===== src/rtl/mul_repadd_seq.sv =====
`default_nettype none
// ============================================================================
// Module   : mul_repadd_seq
// Purpose  : Sequential unsigned multiplier by repeated addition; operands
//            loaded serially on data_in, one addition per clock.
//            Optional operand swap (n = min(A,B)) under MUL_OPERAND_SWAP_EN.
// Revision : 1.0 - initial release
// ============================================================================
module mul_repadd_seq #(
    parameter int WIDTH = 16
) (
    input  logic               clk,
    input  logic               rst,
    input  logic               start,
    input  logic [WIDTH-1:0]   data_in,
    output logic               busy,
    output logic               done,
    output logic [2*WIDTH-1:0] product,
    output logic               eqz
);

    typedef enum logic [2:0] {
        S_IDLE   = 3'd0,
        S_LOAD_A = 3'd1,
        S_LOAD_B = 3'd2,
        S_ADD    = 3'd3,
        S_DONE   = 3'd4
    } state_t;

    localparam logic [WIDTH-1:0] c_one   = {{(WIDTH-1){1'b0}}, 1'b1};
    localparam logic [WIDTH-1:0] c_zeros = '0;

    state_t             state_q, state_d;
    logic [WIDTH-1:0]   a_q, a_d;
    logic [WIDTH-1:0]   b_q, b_d;
    logic [2*WIDTH-1:0] p_q, p_d;

    always_ff @(posedge clk) begin
        if (rst) begin
            state_q <= S_IDLE;
            a_q     <= '0;
            b_q     <= '0;
            p_q     <= '0;
        end else begin
            state_q <= state_d;
            a_q     <= a_d;
            b_q     <= b_d;
            p_q     <= p_d;
        end
    end

    always_comb begin
        state_d = state_q;
        a_d     = a_q;
        b_d     = b_q;
        p_d     = p_q;
        case (state_q)
            S_IDLE: begin
                if (start) state_d = S_LOAD_A;
            end
            S_LOAD_A: begin
                a_d     = data_in;
                state_d = S_LOAD_B;
            end
            S_LOAD_B: begin
                b_d     = data_in;
                p_d     = '0;
                state_d = S_ADD;
`ifdef MUL_OPERAND_SWAP_EN
                // Keep the smaller operand as the iteration count.
                if (data_in > a_q) begin
                    a_d = data_in;
                    b_d = a_q;
                end
`endif
            end
            S_ADD: begin
                if (b_q != c_zeros) begin
                    p_d = p_q + {c_zeros, a_q};
                    b_d = b_q - c_one;
                end else begin
                    state_d = S_DONE;
                end
            end
            S_DONE: begin
                state_d = S_IDLE;
            end
            default: begin
                state_d = S_IDLE;
            end
        endcase
    end

    assign busy    = (state_q != S_IDLE);
    assign done    = (state_q == S_DONE);
    assign product = p_q;
    assign eqz     = (b_q == c_zeros);

endmodule
`default_nettype wire


===== config.mk =====
export PLATFORM = sky130hd
export DESIGN_NAME = mul_repadd_seq
export DESIGN_NICKNAME = d
export VERILOG_FILES = /design/src/rtl/mul_repadd_seq.sv
export SDC_FILE = /design/constraint.sdc
export NUM_CORES = 1
export LEC_CHECK = 0
export CAP_MARGIN = 20
export CORE_MARGIN = 2
export CORE_UTILIZATION = 59
export DETAILED_ROUTE_END_ITERATION = 10
export PLACE_DENSITY = 0.9
export SYNTH_ARGS = -nofsm -noshare
export SYNTH_HDL_FRONTEND = slang
export SYNTH_SLANG_ARGS = --single-unit

===== constraint.sdc =====
create_clock -name clk -period 4.5 [get_ports clk]
set_clock_uncertainty 0.2 [all_clocks]
set_input_delay 0.675 -clock clk [delete_from_list [all_inputs] [get_ports clk]]
set_output_delay 0.675 -clock clk [all_outputs]
set_load 0.05 [all_outputs]

==> impl_metrics.py, run 1 <==
metrics = {
    "run_status": {
        "run_status": "finished, final reports clean",
    },
    "grt": {
        "globalRouteOverflowTotal": 0,
        "antenna_violations_before_repair": 0,
        "grt_use_total_pct": 28.2,
        "grt_pass1_wl_mm": 16.4,
        "grt_pass1_vias": 3579,
        "grt_start_max_net_pins": 31,
    },
    "timing": {
        "tns_ns": 0,
        "timing.final.max_slew_violations": 0,
        "slew_headroom_pct": 37.0,
        "max_freq_mhz": 271,
        "rsz_0062_raised_after_global_routing": "false",
        "post-route-worst-setup-slack_ns": 0.812,
        "setup_viol_count_final": 0,
        "final-hold-violation-count": 0,
        "final_min_period_over_clock_period_pct": 82.0,
        "timing_worst_slew_pin_value_ns": 0.943,
        "final_period_minus_worst_setup_slack_ns": 3.69,
        "hold-worst-slack_ns": 0.270,
    },
    "critical_path": {
        "critPathArrivalTime_ns": 2.81,
        "cp_top_family": "simple AND/OR/NAND/NOR gates",
        "max_stage_delay_ns": 0.81,
        "worst_r2r_startpoint": "product[0]",
        "worstSetupPathType": "reg2out",
        "wp_data_required_ns": 3.62,
        "worstPathBufferInverterCount": 2,
        "timing.reg2reg.setup_slack_ns": 1.22,
        "setup.worst_path.end_class": "primary output",
        "critical_path_peak_fanout": 7,
        "start_kind": "flop",
        "regToRegEndpoint": "product[30]",
        "critical_path.cell_chain": "or3_4 -> or4_1 -> nor3_2 -> buf_4 -> clkdlybuf4s50_1",
        "r2r_cells": 10,
        "crit_slowest_cell": "sky130_fd_sc_hd__clkdlybuf4s50_1",
    },
    "drt": {
        "firstDrtPassIters": 5,
        "postRouteWirelength_mm": 10.2,
        "wire_per_inst_um": 16.5,
        "drtIter0Drc": 246,
        "via_count": 3900,
        "drcViolationCount": 0,
        "antenna_left": 0,
        "avgViaCountPerCell": 6.32,
    },
    "power": {
        "p_per_area_nw_per_um2": 330,
        "max-vdd-ir-drop_mv": 0.302,
        "p_total_w": 0.00152,
        "power_leakage_nw": 1.74,
    },
    "place": {
        "place.detailed.instances": 601,
        "detailedPlacementHpwl_mm": 7.21,
        "globalplace.congestion": 0.946,
        "placement.io_buffers": 53,
        "post-place-ws_ns": 1.19,
    },
    "floorplanning": {
        "std_cell_rows": 29,
        "die_width_um": 84.9,
        "design.die.area_um2": 7210,
        "design.core.area_um2": 6350,
        "dieHeight_um": 84.9,
        "design.portCount": 54,
        "start_util_pct": 60.8,
    },
    "hold_path": {
        "hold_endpoint": "a_q[2]",
        "class_of_the_most_critical_hold_timing_path": "reg2reg",
        "hold_start": "a_q[2]",
        "depth_of_the_worst_hold_timing_path": 2,
    },
    "synth": {
        "yosys.area.top_type": "sky130_fd_sc_hd__dfxtp_1",
        "synthMostInstantiatedCell": "sky130_fd_sc_hd__nand2_1",
        "synth.top_cells.by_area": "sky130_fd_sc_hd__dfxtp_1, sky130_fd_sc_hd__a21oi_1, sky130_fd_sc_hd__nand2_1",
        "syn-instance-count": 493,
        "synth_top_cell_area_share_pct": 34.7,
        "postSynth.topFlopCell": "sky130_fd_sc_hd__dfxtp_1",
        "seq_total_area_yosys_pct": 34.7,
        "asyncSetResetFlopFracSynth_pct": 0,
        "synth_fp_nets": 531,
        "synth-edff-count": 0,
        "synth.lib_cells_used.distinct": 55,
        "most_frequent_cells_after_synthesis": "sky130_fd_sc_hd__nand2_1, sky130_fd_sc_hd__dfxtp_1, sky130_fd_sc_hd__a21oi_1",
        "post_synth_instance_area_um2": 3860,
        "ys_seq_elements": 67,
        "syn_avg_cell_area_um2": 7.83,
        "ys_warn_count": 0,
    },
    "clock_tree": {
        "cts-root-buf": "sky130_fd_sc_hd__clkbuf_8",
        "clkSlewWorstSetupHoldPaths_ns": 0.08,
        "post-cts-setup-buffers": 0,
        "htree_num_levels": 3,
        "tritoncts.num_buffers": 9,
        "cts_sinks": 67,
        "postCtsHoldBufs": 0,
        "clock_tree_from_tritoncts": "done",
        "clock_latency_ns": 0.35,
        "ctsResizeCount": 0,
        "cts_max_path_buffers": 2,
    },
    "final_layout": {
        "sequential_cell_area_in_the_final_layout_um2": 1340,
        "final_cell_count_no_fill": 617,
        "fillers": 472,
        "area_of_combinational_cells_with_multiple_inputs_um2": 2340,
        "final_layout_size_suffix_gt1_share_pct": 5.56,
        "final_net_count": 573,
        "syn2layout_area_growth_pct": 19.1,
        "antenna_cells_inserted": 0,
    },
    "run": {
        "max_cap_viol_count": 0,
    },
}
==> flip-flops by register name (all words and copies together), names as in the netlist <==
signal,cells
a_q,16
b_q,16
product,32
state_q,3
==> placed cells by master (no fill, tap or decap), types with 3 or more instances in the layout <==
| cell | n |
|---|---|
| sky130_fd_sc_hd__nand2_1 | 71 |
| sky130_fd_sc_hd__dfxtp_1 | 67 |
| sky130_fd_sc_hd__a21oi_1 | 58 |
| sky130_fd_sc_hd__clkdlybuf4s50_1 | 52 |
| sky130_fd_sc_hd__nor2_1 | 51 |
| sky130_fd_sc_hd__o21ai_0 | 32 |
| sky130_fd_sc_hd__ha_1 | 18 |
| sky130_fd_sc_hd__nand3_1 | 13 |
| sky130_fd_sc_hd__xor2_1 | 12 |
| sky130_fd_sc_hd__a22oi_1 | 12 |
| sky130_fd_sc_hd__inv_1 | 11 |
| sky130_fd_sc_hd__xnor2_1 | 11 |
| sky130_fd_sc_hd__clkbuf_8 | 10 |
| sky130_fd_sc_hd__or3_1 | 8 |
| sky130_fd_sc_hd__nand4_1 | 8 |
| sky130_fd_sc_hd__and2_1 | 7 |
| sky130_fd_sc_hd__and3_1 | 7 |
| sky130_fd_sc_hd__nor3_1 | 6 |
| sky130_fd_sc_hd__o211ai_1 | 6 |
| sky130_fd_sc_hd__nor2b_1 | 5 |
| sky130_fd_sc_hd__a211oi_1 | 5 |
| sky130_fd_sc_hd__a22o_1 | 5 |
| sky130_fd_sc_hd__and4_1 | 4 |
| sky130_fd_sc_hd__a211oi_2 | 4 |
| sky130_fd_sc_hd__nor4_1 | 4 |
| sky130_fd_sc_hd__buf_4 | 4 |
| sky130_fd_sc_hd__nand2b_1 | 3 |
| sky130_fd_sc_hd__a21o_1 | 3 |
| sky130_fd_sc_hd__a21boi_0 | 3 |
| sky130_fd_sc_hd__o21a_1 | 3 |
| sky130_fd_sc_hd__o31ai_1 | 3 |
==> stage by stage <==
stage	cell area [µm²]	util (%)
6_report	4600	72.4
5_1_grt	4600	72.4
4_1_cts	4600	72.4
3_5_place_dp	4370	68.8
3_3_place_gp	4370	68.8
2_1_floorplan	3860	-
==> area by class of cell <==
type / instances / area share (%)
Clock buffer: 11 / 3.07
Clock inverter: 5 / 1.85
Inverter: 11 / 0.898
Multi-Input combinational cell: 389 / 50.8
Sequential cell: 67 / 29.2
Tap cell: 77 / 2.10
Timing Repair Buffer: 57 / 12.1
==> worst max path at each step <==
stage                    start          end  slack, ns  cells past startpoint
global route            b_q[6]          eqz       0.74                      5
CTS                     b_q[6]          eqz       0.82                      5
floorplan           product[0]  product[30]       1.39                     10
global placement        b_q[6]          eqz       1.23                      5
detailed placement      b_q[6]          eqz       1.19                      5
finish                  b_q[6]          eqz       0.81                      5
==> cell families after synthesis <==
group           count (synthesis)  synth area share (%)
simple gates                  195                  23.8
compound gates                151                  24.9
flops                          67                  34.7
buf+inv                        37                  4.70
xor+xnor                       23                  5.22
fa+ha+maj                      19                  6.35
mux                             1                 0.292
==> worst register-to-register path: cells and delay by family (launching register included) <==
kind | cells | cell delay, ns
AOI/OAI and AO/OA | 4 | 1.47
xor gates and xnor gates | 1 | 0.17
and+or+nand+nor | 2 | 0.27
buffers and inverters | 1 | 0.07
adders and majority gates | 2 | 0.61
DFF | 1 | 0.36
==> layer usage <==
metal  share of wire, %  vias up  wire (µm)  track usage [%]
met1                 42     1794       4300             35.7
met3                6.8       40        691             4.47
met5                  0        -          0                0
met4                3.4        0        341             11.7
li1                   -     1858          -                -
met2                 47      208       4820             48.0
==> where the power goes <==
part / switching, W / total, W / internal (W)
sequential: 0.0000232 / 0.000642 / 0.000618
clock: 0.000252 / 0.000583 / 0.000331
combinational: 0.000192 / 0.000292 / 0.000100
No activity file was read; power rests on OpenSTA's default activity.
==> run 2, diff against run 1 <==
- CORE_UTILIZATION: 59 -> 50
- PLACE_DENSITY: 0.9 -> 0.82
- clock period: 4.5 -> 3.1 ns (I/O delays scaled with it)
==> run 2 against run 1 <==
Against the previous run:
- first-iteration DRC count down 15%
- clock-buffer cell count unchanged
- sequential share of layout area down 0.59 points
- die area up 17%
- register-to-register slack worse by 1.0 ns
- design area up 2.2%
- non-clock buffer count up 7
- via count down 1.9%
- power up 41%
- largest cell class unchanged
==> impl_metrics.py, run 2 (synthesis gave the netlist of run 1 again) <==
metrics = {
    "run_status": {
        "run_status": "finished, final reports clean",
    },
    "timing": {
        "timing.final.max_slew_violations": 0,
        "final_period_minus_worst_setup_slack_ns": 2.99,
        "max_freq_mhz": 334,
        "rsz_0062_raised_after_global_routing": "false",
        "slew_headroom_pct": 50.7,
        "tns_ns": 0,
        "post-route-worst-setup-slack_ns": 0.106,
        "final-hold-violation-count": 0,
        "timing_worst_slew_pin_value_ns": 0.734,
        "final_min_period_over_clock_period_pct": 96.6,
        "setup_viol_count_final": 0,
    },
    "power": {
        "p_total_w": 0.00214,
        "cellInternalPower_w": 0.00148,
        "power_leakage_nw": 1.77,
        "p_per_area_nw_per_um2": 456,
        "power.share.switching_pct": 31.0,
        "net-switching-power_w": 0.000664,
        "max-vdd-ir-drop_mv": 0.364,
        "share_clk_of_total_power_pct": 35.1,
        "power_frac_comb_pct": 21.3,
        "seq_power_share_pct": 43.6,
    },
    "clock_tree": {
        "cts-root-buf": "sky130_fd_sc_hd__clkbuf_8",
        "postCtsHoldBufs": 0,
        "htree_num_levels": 3,
        "cts_max_path_buffers": 2,
        "clkSlewWorstSetupHoldPaths_ns": 0.07,
        "post-cts-setup-buffers": 0,
        "cts_sinks": 67,
        "ctsResizeCount": 0,
        "clock_latency_ns": 0.36,
        "clock_tree_from_tritoncts": "done",
        "tritoncts.num_buffers": 9,
    },
    "final_layout": {
        "syn2layout_area_growth_pct": 21.7,
        "most_common_cell_after_layout_fill_and_taps_aside": "sky130_fd_sc_hd__nand2_1",
        "final_net_count": 580,
        "antenna_cells_inserted": 0,
        "fillers": 700,
        "final_cell_count_no_fill": 648,
        "utilization_pct": 61.8,
        "final_layout_size_suffix_gt1_share_pct": 7.51,
        "final_cell_mix": "sky130_fd_sc_hd__nand2_1, sky130_fd_sc_hd__dfxtp_1, sky130_fd_sc_hd__a21oi_1",
        "largest_reg_flops": 32,
    },
    "critical_path": {
        "critical_path_peak_fanout": 6,
        "r2r_cells": 10,
        "worst_r2r_startpoint": "a_q[0]",
        "timing.reg2reg.setup_slack_ns": 0.22,
        "setup.worst_path.end_class": "primary output",
        "worstPathBufferInverterCount": 2,
        "critPathArrivalTime_ns": 2.33,
        "max_stage_delay_ns": 0.56,
        "start_kind": "flop",
        "worstSetupPathDepth": 5,
        "cp_top_family": "simple AND/OR/NAND/NOR gates",
        "wp_data_required_ns": 2.43,
        "worstSetupPathType": "reg2out",
        "beginning_of_the_critical_path": "b_q[6]",
        "crit_slowest_cell": "sky130_fd_sc_hd__or4_1",
        "critical_path.cell_chain": "or3_4 -> or4_1 -> nor3_4 -> buf_4 -> buf_12",
    },
    "drt": {
        "via_count": 3824,
        "antenna_left": 0,
        "postRouteWirelength_mm": 10.4,
        "wire_per_inst_um": 16.0,
        "avgViaCountPerCell": 5.90,
        "firstDrtPassIters": 4,
        "drtIter0Drc": 209,
        "drcViolationCount": 0,
    },
    "grt": {
        "grt_max_usage_layer": "met2",
        "grt_pass1_wl_mm": 16.8,
        "globalRouteMet3Util_pct": 6.24,
        "globalRouteMet2Util_pct": 41.8,
        "grt_start_max_net_pins": 42,
        "grt_pass1_vias": 3640,
        "grt.met1_usage_pct": 29.7,
        "grt_use_total_pct": 24.7,
        "globalRouteOverflowTotal": 0,
        "antenna_violations_before_repair": 0,
    },
    "floorplanning": {
        "design.core.area_um2": 7610,
        "start_util_pct": 50.7,
        "design.die.area_um2": 8440,
        "design.portCount": 54,
        "die_width_um": 91.9,
        "dieHeight_um": 91.9,
        "std_cell_rows": 32,
    },
    "place": {
        "post-place-ws_ns": 0.0952,
        "place.detailed.instances": 633,
        "globalplace.congestion": 0.890,
        "placement.io_buffers": 53,
        "detailedPlacementHpwl_mm": 7.52,
    },
    "hold_path": {
        "depth_of_the_worst_hold_timing_path": 2,
        "class_of_the_most_critical_hold_timing_path": "in2reg",
        "hold_start": "rst",
    },
    "run": {
        "max_cap_viol_count": 0,
    },
}
run 2: path summary, 6_finish.rpt:
kind	endpoint
hold / removal	a_q[11]
setup / recovery	eqz
setup reg to reg	product[20]
hold reg to reg	a_q[9]
run 2: power by group through the flow:
stage          logic (W)  registers (W)  clock network, W
4_1_cts         0.000446       0.000931          0.000766
6_report        0.000456       0.000932          0.000752
2_1_floorplan   0.000317       0.000944                 0
3_3_place_gp    0.000430       0.000949                 0
5_1_grt         0.000497       0.000936          0.000802
3_5_place_dp    0.000443       0.000951                 0
run 2: area by class of cell:
class	instances	area (µm²)	area share (%)
inverters	11	41.3	0.879
clock buffers	11	151	3.22
repair buffers	64	631	13.4
clock inverters	4	50.0	1.07
flip-flops and latches	67	1340	28.6
well taps	102	128	2.72
multi-input cells	389	2350	50.1
run 2: per-layer routing:
metal | wire length, µm | vias to the layer above
met5 | 0 | -
met4 | 244 | 0
met3 | 710 | 25
met2 | 5050 | 150
met1 | 4380 | 1783
li1 | - | 1866
run 2: metrics by stage:
| step | hold WS (ns) | area [µm²] |
|---|---|---|
| after floorplan | 0.240 | 3860 |
| after global placement | 0.251 | 4480 |
| after detailed placement | 0.253 | 4480 |
| after CTS | 0.210 | 4680 |
| after global routing | 0.237 | 4700 |
| final | 0.217 | 4700 |
==> run 3, diff against run 2 <==
- CELL_PAD_IN_SITES_DETAIL_PLACEMENT: not set -> 1
- CELL_PAD_IN_SITES_GLOBAL_PLACEMENT: not set -> 1
- CORE_UTILIZATION: 50 -> 37
==> run 3 against run 2 <==
Against the previous run:
- combinational power about the same
- register-to-register slack got worse by 0.11 ns
- flip-flop and latch count unchanged
- final cell count increased by 5.2%
==> impl_metrics.py, run 3 (synthesis gave the netlist of run 1 again) <==
metrics = {
    "clock_tree": {
        "tritoncts.num_buffers": 9,
        "clock_latency_ns": 0.35,
        "clock_tree_from_tritoncts": "done",
        "postCtsHoldBufs": 0,
        "cts_sinks": 67,
        "clkSlewWorstSetupHoldPaths_ns": 0.08,
        "cts_max_path_buffers": 2,
        "post-cts-setup-buffers": 0,
        "htree_num_levels": 3,
        "cts-root-buf": "sky130_fd_sc_hd__clkbuf_8",
    },
    "floorplanning": {
        "dieHeight_um": 106,
        "die_width_um": 106,
        "design.core.area_um2": 10200,
        "std_cell_rows": 37,
        "design.die.area_um2": 11300,
        "start_util_pct": 37.7,
        "design.portCount": 54,
    },
    "critical_path": {
        "max_stage_delay_ns": 0.42,
        "critical_path_peak_fanout": 4,
        "critPathArrivalTime_ns": 3.04,
        "start_kind": "flop",
        "worst_r2r_startpoint": "product[0]",
        "cp_top_family": "compound AO/OA/AOI/OAI gates",
        "critPathCapture": "product[26]",
        "setup.worst_path.end_class": "flop",
        "beginning_of_the_critical_path": "product[0]",
        "r2r_cells": 11,
        "worstSetupPathDepth": 11,
        "regToRegEndpoint": "product[26]",
        "worstPathBufferInverterCount": 2,
        "worstSetupPathType": "reg2reg",
        "critical_path.cell_chain": "ha_1 -> inv_1 -> fa_1 -> nor2b_1 -> o211ai_1 -> a21boi_1 -> o21ai_0 -> buf_4 -> a211oi_1 -> xnor2_1 -> nor2_1",
        "wp_data_required_ns": 3.15,
        "timing.reg2reg.setup_slack_ns": 0.11,
        "crit_slowest_cell": "sky130_fd_sc_hd__fa_1",
    },
    "run": {
        "max_cap_viol_count": 0,
    },
    "timing": {
        "final-hold-violation-count": 0,
        "hold-worst-slack_ns": 0.261,
        "max_freq_mhz": 334,
        "timing.final.max_slew_violations": 0,
        "final_period_minus_worst_setup_slack_ns": 2.99,
        "setup_viol_count_final": 0,
        "tns_ns": 0,
        "rsz_0062_raised_after_global_routing": "false",
        "slew_headroom_pct": 43.6,
        "timing_worst_slew_pin_value_ns": 0.840,
        "final_min_period_over_clock_period_pct": 96.5,
    },
    "final_layout": {
        "most_common_cell_after_layout_fill_and_taps_aside": "sky130_fd_sc_hd__nand2_1",
        "area_of_combinational_cells_with_multiple_inputs_um2": 2350,
        "final_cell_mix": "sky130_fd_sc_hd__nand2_1, sky130_fd_sc_hd__dfxtp_1, sky130_fd_sc_hd__a21oi_1",
        "sequential_cell_area_in_the_final_layout_um2": 1340,
        "fillers": 1283,
        "antenna_cells_inserted": 0,
        "syn2layout_area_growth_pct": 21.7,
        "final_net_count": 579,
        "final_design_area_no_fill_um2": 4700,
        "largest_reg_flops": 32,
        "final_layout_size_suffix_gt1_share_pct": 7.51,
    },
    "place": {
        "placement.io_buffers": 53,
        "globalplace.congestion": 0.871,
        "total_placed_instance_area_um2": 4500,
        "detailedPlacementHpwl_mm": 8.95,
    },
    "drt": {
        "firstDrtPassIters": 4,
        "wire_per_inst_um": 17.8,
        "via_count": 3857,
        "avgViaCountPerCell": 5.66,
        "postRouteWirelength_mm": 12.1,
        "drtIter0Drc": 202,
        "antenna_left": 0,
        "drcViolationCount": 0,
    },
    "hold_path": {
        "class_of_the_most_critical_hold_timing_path": "reg2reg",
    },
    "power": {
        "p_per_area_nw_per_um2": 445,
        "p_total_w": 0.00209,
        "power_leakage_nw": 1.75,
        "max-vdd-ir-drop_mv": 0.180,
    },
    "grt": {
        "grt_pass1_wl_mm": 20.0,
        "globalRouteOverflowTotal": 0,
        "grt_use_total_pct": 22.2,
        "grt_start_max_net_pins": 48,
        "grt_pass1_vias": 4004,
        "antenna_violations_before_repair": 0,
    },
    "run_status": {
        "run_status": "finished, final reports clean",
    },
}
## run 3: what timing repair did
item,in CTS,in global routing
pin swaps,0,0
gates cloned,0,0
resized for setup,3,2
endpoints found under the setup margin,6,4
## run 3: layer usage
| layer | vias up | global-route usage (%) | routed length [µm] |
|---|---|---|---|
| li1 | 1870 | - | - |
| met1 | 1877 | 27.5 | 5260 |
| met2 | 85 | 38.2 | 6120 |
| met3 | 25 | 3.68 | 419 |
| met4 | 0 | 9.21 | 315 |
| met5 | - | 0 | 0 |
## run 3: worst min-delay path by stage
stage             from  endpoint  cells past startpoint  slack [ns]
5_1_grt         a_q[0]    a_q[0]                      2        0.28
3_5_place_dp   a_q[12]   a_q[12]                      2        0.26
2_1_floorplan   a_q[0]    a_q[0]                      2        0.24
4_1_cts        a_q[12]   a_q[12]                      2        0.27
6_report        a_q[0]    a_q[0]                      2        0.26
3_3_place_gp    a_q[0]    a_q[0]                      2        0.25
## run 3: power breakdown
| group | switching (W) | total (W) | leakage, nW | internal, W |
|---|---|---|---|---|
| clock network | 0.000383 | 0.000701 | 0.0851 | 0.000317 |
| registers | 0.0000349 | 0.000933 | 0.544 | 0.000898 |
| logic | 0.000295 | 0.000456 | 1.12 | 0.000161 |
| total | 0.000713 | 0.00209 | 1.75 | 0.00138 |
## run 3: stage by stage
step                std cells  setup WS [ns]  utilization (%)
detailed placement        666        -0.0250             44.0
floorplan                 493         0.0811                -
finish                    682          0.109             45.9
global route              682        0.00473             45.9
CTS                       682         0.0155             45.8
global placement          666          0.135             44.0
## run 3: final cells by class
cell class                      instances  area share (%)
Multi-Input combinational cell        389            50.0
Inverter                               11           0.879
Sequential cell                        67            28.6
Tap cell                              136            3.62
Clock buffer                           10            2.93
Timing Repair Buffer                   63            13.0
Clock inverter                          6            1.04
## run 3: worst reg2reg max path, cell delays in order (launching register included)
cell	delay, ns
sky130_fd_sc_hd__dfxtp_2	0.35
sky130_fd_sc_hd__ha_1	0.20
sky130_fd_sc_hd__inv_1	0.07
sky130_fd_sc_hd__fa_1	0.42
sky130_fd_sc_hd__nor2b_1	0.23
sky130_fd_sc_hd__o211ai_1	0.11
sky130_fd_sc_hd__a21boi_1	0.30
sky130_fd_sc_hd__o21ai_0	0.27
sky130_fd_sc_hd__buf_4	0.22
sky130_fd_sc_hd__a211oi_1	0.31
sky130_fd_sc_hd__xnor2_1	0.16
sky130_fd_sc_hd__nor2_1	0.05
